$ cat config.mk
export PLATFORM = sky130hd
export DESIGN_NAME = imem_loader
export DESIGN_NICKNAME = d
export VERILOG_FILES = /design/src/rtl/imem_pkg.sv /design/src/rtl/imem_word_assembler.sv /design/src/rtl/imem_loader.sv
export SDC_FILE = /design/constraint.sdc
export NUM_CORES = 1
export LEC_CHECK = 0
export ABC_CLOCK_PERIOD_IN_PS = 1700
export CORE_MARGIN = 1.5
export CORE_UTILIZATION = 48
export DETAILED_ROUTE_END_ITERATION = 6
export PLACE_DENSITY = 0.75
export SETUP_SLACK_MARGIN = 0.15
export SLEW_MARGIN = 10
export SYNTH_ARGS = -nofsm -noshare
export SYNTH_HDL_FRONTEND = slang
export SYNTH_SLANG_ARGS = --single-unit
$ cat constraint.sdc
create_clock -name clk -period 1.7 [get_ports clk]
set_clock_uncertainty 0.2 [all_clocks]
set_input_delay 0.34 -clock clk [delete_from_list [all_inputs] [get_ports clk]]
set_output_delay 0.34 -clock clk [all_outputs]
set_load 0.02 [all_outputs]
$ cat src/rtl/imem_pkg.sv
// Shared types and defaults for the SUBLEQ instruction-memory loader.
package imem_pkg;

   localparam int IMEM_ADDR_W    = 8;
   localparam int IMEM_DATA_W    = 24;
   localparam int IMEM_BYTES     = IMEM_DATA_W / 8;
   localparam int IMEM_BASE_ADDR = 0;

   typedef enum logic [2:0] {
      IDLE,
      LEN,
      DATA,
      WRITE,
      CSUM,
      DONE
   } imem_state_t;

endpackage

$ cat src/rtl/imem_word_assembler.sv
// Packs stream bytes MSB-first into one instruction word and flags the byte
// that completes it. word_next already includes the byte being shifted in,
// so the loader can register it into the write data on the same edge.
module imem_word_assembler #(
   parameter int DATA_W = 24
) (
   input  logic              clk,
   input  logic              rst_n,
   input  logic              clear,
   input  logic              shift_en,
   input  logic [7:0]        byte_in,
   output logic [DATA_W-1:0] word_next,
   output logic              word_last
);

   localparam int BYTES = DATA_W / 8;
   localparam int IDX_W = (BYTES > 1) ? $clog2(BYTES) : 1;

   logic [DATA_W-1:0] word_q;
   logic [IDX_W-1:0]  idx_q;

   assign word_next = (word_q << 8) | DATA_W'(byte_in);
   assign word_last = shift_en && (idx_q == IDX_W'(BYTES - 1));

   // shift register and byte index; index wraps when a word completes
   always_ff @(posedge clk or negedge rst_n) begin
      if (!rst_n) begin
         word_q <= '0;
         idx_q  <= '0;
      end else if (clear) begin
         word_q <= '0;
         idx_q  <= '0;
      end else if (shift_en) begin
         word_q <= word_next;
         idx_q  <= word_last ? '0 : idx_q + IDX_W'(1);
      end
   end

endmodule

$ cat src/rtl/imem_loader.sv
// Framed byte-stream writer for the SUBLEQ IMEM.
// Frame: length byte L, then (L+1) words of DATA_W/8 bytes, MSB byte first.
// Optional build macro IMEM_LOADER_CHECKSUM_EN adds a trailing checksum byte
// (two's complement of the 8-bit sum of L and all data bytes) and csum_err.
//
// state | meaning
// IDLE  | waiting for start, no bytes accepted
// LEN   | accepting the length byte
// DATA  | accepting data bytes of the current word
// WRITE | one-cycle IMEM write of the assembled word
// CSUM  | accepting the trailing checksum byte (checksum build only)
// DONE  | one-cycle completion pulse, busy drops afterwards
module imem_loader
   import imem_pkg::*;
#(
   parameter int          ADDR_W    = IMEM_ADDR_W,
   parameter int          DATA_W    = IMEM_DATA_W,
   parameter int unsigned BASE_ADDR = IMEM_BASE_ADDR
) (
   input  logic              clk,
   input  logic              rst_n,
   input  logic              start,
   input  logic              byte_valid,
   input  logic [7:0]        byte_data,
   output logic              byte_ready,
   output logic              wr_en,
   output logic [ADDR_W-1:0] wr_addr,
   output logic [DATA_W-1:0] wr_data,
   output logic              busy,
   output logic              done,
`ifdef IMEM_LOADER_CHECKSUM_EN
   output logic              csum_err,
`endif
   output logic [ADDR_W:0]   words_written
);

   localparam logic [ADDR_W-1:0] BASE = ADDR_W'(BASE_ADDR);

   imem_state_t       state;
   logic [ADDR_W:0]   remaining;
   logic              xfer;
   logic [DATA_W-1:0] word_next;
   logic              word_last;
`ifdef IMEM_LOADER_CHECKSUM_EN
   logic [7:0]        sum;
`endif

   // ready decodes straight from state so the source sees it in the same cycle
   always_comb begin
      byte_ready = 1'b0;
      case (state)
         LEN, DATA: byte_ready = 1'b1;
`ifdef IMEM_LOADER_CHECKSUM_EN
         CSUM:      byte_ready = 1'b1;
`endif
         default:   byte_ready = 1'b0;
      endcase
   end

   assign xfer = byte_valid && byte_ready;

   imem_word_assembler #(
      .DATA_W (DATA_W)
   ) u_asm (
      .clk       (clk),
      .rst_n     (rst_n),
      .clear     (state == IDLE),
      .shift_en  (xfer && (state == DATA)),
      .byte_in   (byte_data),
      .word_next (word_next),
      .word_last (word_last)
   );

   // frame sequencing with registered IMEM write port and status outputs
   always_ff @(posedge clk or negedge rst_n) begin
      if (!rst_n) begin
         state         <= IDLE;
         wr_en         <= 1'b0;
         wr_addr       <= BASE;
         wr_data       <= '0;
         busy          <= 1'b0;
         done          <= 1'b0;
         words_written <= '0;
         remaining     <= '0;
`ifdef IMEM_LOADER_CHECKSUM_EN
         sum           <= '0;
         csum_err      <= 1'b0;
`endif
      end else begin
         wr_en <= 1'b0;
         done  <= 1'b0;
         case (state)
            IDLE: begin
               if (start) begin
                  state         <= LEN;
                  busy          <= 1'b1;
                  words_written <= '0;
                  wr_addr       <= BASE;
`ifdef IMEM_LOADER_CHECKSUM_EN
                  csum_err      <= 1'b0;
`endif
               end
            end
            LEN: begin
               if (xfer) begin
                  remaining <= (ADDR_W+1)'(byte_data) + (ADDR_W+1)'(1);
                  state     <= DATA;
`ifdef IMEM_LOADER_CHECKSUM_EN
                  sum       <= byte_data;
`endif
               end
            end
            DATA: begin
               if (xfer) begin
`ifdef IMEM_LOADER_CHECKSUM_EN
                  sum <= sum + byte_data;
`endif
                  if (word_last) begin
                     state   <= WRITE;
                     wr_en   <= 1'b1;
                     wr_data <= word_next;
                  end
               end
            end
            WRITE: begin
               wr_addr       <= wr_addr + ADDR_W'(1);
               words_written <= words_written + (ADDR_W+1)'(1);
               remaining     <= remaining - (ADDR_W+1)'(1);
               if (remaining == (ADDR_W+1)'(1)) begin
`ifdef IMEM_LOADER_CHECKSUM_EN
                  state <= CSUM;
`else
                  state <= DONE;
                  done  <= 1'b1;
`endif
               end else begin
                  state <= DATA;
               end
            end
`ifdef IMEM_LOADER_CHECKSUM_EN
            CSUM: begin
               if (xfer) begin
                  state    <= DONE;
                  done     <= 1'b1;
                  csum_err <= (sum + byte_data) != 8'd0;
               end
            end
`endif
            DONE: begin
               busy  <= 1'b0;
               state <= IDLE;
            end
            default: state <= IDLE;
         endcase
      end
   end

endmodule

==> results.toml <==
[global_routing]
number_of_global_route_vias_before_repair = 2593
number_of_antenna_violations_at_the_first_check_in_global_routing = 0
grt_start_max_net_pins = 35
combined_global_route_utilization_of_all_metal_layers_pct = 22.2
overflow = 0
wire_length_of_the_first_global_routing_pass_mm = 12.9

[worst_hold_path]
hp-class = "primary input to async pin"

[timing]
worst_margin_slew_ns = 0.411
fin_crit_ns = 1.74
setup_total_negative_slack_ns = -0.725
timing.final.crit_share_pct = 103
layout_setup_ws_ns = -0.0441
maxSlewHeadroom_pct = 72.6
rsz0062_at_grt = "yes"
timing.final.hold_violations = 0
pins_over_slew_limit = 0
f_max_mhz = 573
setup_viol = 27

[setup_path]
critical_path.max_stage_delay_ns = 0.47
critical_path.startpoint_type = "register"
worstSetupEndpointType = "register"
crit_path_top_delay_cell = "sky130_fd_sc_hd__dfrtp_2"
worstSetupPathType = "register to register"
worst_ep_required_ns = 1.74
timing.critical_path.cells = "or2_4 -> nor2_8 -> nand3_4 -> buf_4 -> mux2_4"
critical-path-top-delay-family = "flip-flops"
critical_path.n_buffers_inverters = 1
critical_path_arrival_ns = 1.78
worst_path_max_fanout = 8

[floorplanning]
die-area_mm2 = 0.00762
rows = 30
fp.dieW_um = 87.3
design.portCount = 57
start_util_pct = 49.9
fp.dieH_um = 87.3
core_area_mm2 = 0.00683

[clock_network]
cts_num_sinks = 74
cts_inserted_buffers = 9
clkTransAtPathRegs_ns = 0.07
worst_skew_pair.late_latency_ns = 0.35
cts_max_path_bufs = 2
cts-htree-levels = 3
tritoncts = "yes"
root_buffer = "sky130_fd_sc_hd__clkbuf_8"

[synthesis]
netlist_area_mm2 = 0.00341
post_synth_edffs = 0
ys.warnings.count = 0
synthTopCellsByArea = "sky130_fd_sc_hd__dfrtp_1, sky130_fd_sc_hd__mux2_4, sky130_fd_sc_hd__a22o_1, sky130_fd_sc_hd__o21ai_0, sky130_fd_sc_hd__mux2_2"
netlist.area_leader.share_pct = 54.3
synth-seq-area-share_pct = 54.3
synth_cell_type_count = 49
synth_top_family_by_area = "compound AO/OA/AOI/OAI gates"
synth-simple-area-share_pct = 12.8
yosys.area.top_type = "sky130_fd_sc_hd__dfrtp_1"
synth-compound-area-share_pct = 13.2
asyncSetResetFlopFracSynth_pct = 100
synth-xor-area-share_pct = 2.31
synth-seq-cells = 74
synthesized_nets = 295
synthesized_area_per_cell_um2 = 12.3
syn_inst = 278
synth_adder_area_share_pct = 1.83
dominantRegCellSynth = "sky130_fd_sc_hd__dfrtp_1"
synth_mux_area_share_pct = 12.4

[cells_and_area]
commonest_non_fill_non_tap_cell_in_the_layout = "sky130_fd_sc_hd__dfrtp_1"
postLayoutCellArea_mm2 = 0.00480
commonest_non_fill_non_tap_cells_in_the_layout = "sky130_fd_sc_hd__dfrtp_1, sky130_fd_sc_hd__buf_4, sky130_fd_sc_hd__buf_2"
design.final.nets = 411
post_route_cells_drive_above_1_share_pct = 50.1
diodes = 0
area_growth_syn_to_layout_pct = 40.8

[outcome]
run_status = "complete, but fails checks"
violations_in_the_final_reports = "setup timing"

[route]
routed_wl_mm = 8.09
via_per_inst = 5.44
dr.pass1.iters = 4
routed-via-count = 2691
initialDrtViolationCount = 86
post-route-drc-count = 0
detail_route.wl_per_cell_um = 16.3
route.antenna.remaining_nets = 0

[job]
max_cap_viol_count = 0

[power_and_ir_drop]
ir_worst_vdd_mv = 0.869
p_leak_uw = 0.00236
power.density_mw_per_mm2 = 1790

[place]
gp_congestion = 0.781
io_buffer_count = 56
placed_area_mm2 = 0.00441
post-dp-hpwl_mm = 5.26
synthesized netlist by cell type (all sizes together) (2+ instances only):
master / count
mux2i: 6
xnor2: 3
o311ai: 2
nor3: 2
nor2: 15
inv: 8
a22o: 19
a31oi: 3
clkbuf: 3
o22ai: 4
ha: 5
and3: 8
a21oi: 8
nand3: 11
nand2: 17
o21ai: 19
xor2: 6
o211ai: 2
dfrtp: 74
buf: 9
mux2: 26
nand4: 9
nor4b: 2
area by class of cell:
class                      count  area, µm²
fill                         520       2030
sequential                    74       1860
multi-input combinational    184       1660
timing repair buffer         117        893
clock buffer                   9        124
tap                           96        120
clock inverter                 7        118
inverter                       8       30.0
state kept, by name (all words and copies together) (netlist names):
| name | flops |
|---|---|
| remaining | 9 |
| wr_addr | 8 |
| wr_en | 1 |
| u_asm.idx_q | 2 |
| wr_data | 24 |
| words_written | 9 |
| busy | 1 |
| u_asm.word_q | 16 |
| state | 3 |
| done | 1 |
worst paths after layout:
kind | from | to | slack [ns] | depth (start not counted)
max | state[2] | wr_data[16] | -0.04 | 5
min reg2reg | wr_addr[7] | wr_addr[7] | 0.27 | 1
max reg2reg | state[2] | wr_data[16] | -0.04 | 5
min | rst_n | u_asm.word_q[8] | 0.25 | 2
max in group asynchronous | rst_n | u_asm.word_q[2] | 0.56 | 3
min in group clk | wr_addr[7] | wr_addr[7] | 0.27 | 1
cell families (layout without fill, tap and decap cells):
logic type      Yosys count  count (layout)
compound gates           65              65
buf+inv                  20             141
mux                      32              32
fa+ha+maj                 5               5
simple gates             73              73
flops                    74              74
xor+xnor                  9               9
metal layers:
metal	routed length, µm	track usage [%]
met5	0	0
met1	3720	29.2
met2	3920	36.4
met4	149	9.96
met3	297	3.32
through the flow:
| step | utilization (%) | cells | hold WS (ns) | setup slack (ns) | total power (µW) |
|---|---|---|---|---|---|
| final | 70.3 | 495 | 0.250 | -0.0441 | 8590 |
| after global routing | 70.3 | 495 | 0.281 | -0.0909 | 9050 |
| after CTS | 69.9 | 489 | 0.249 | -0.0346 | 8490 |
| after detailed placement | 64.5 | 460 | 0.0905 | -0.332 | 6760 |
| after global placement | 64.5 | 460 | 0.0874 | -0.309 | 6620 |
| after floorplan | - | 278 | -0.156 | -0.0816 | 5130 |
power breakdown:
part	internal [µW]	switching (µW)	leakage, µW
Clock	974	673	0.000123
Combinational	1880	1990	0.00132
Sequential	2490	574	0.000919
what timing repair did:
item	in CTS	in global routing
setup buffers	12	5
gates cloned	0	1
setup endpoints to repair	113	88
hold buffers	1	0
endpoints found under the hold margin	13	0
pin swaps	17	11
resized for setup	217	37
(Power assumes the default switching activity.)
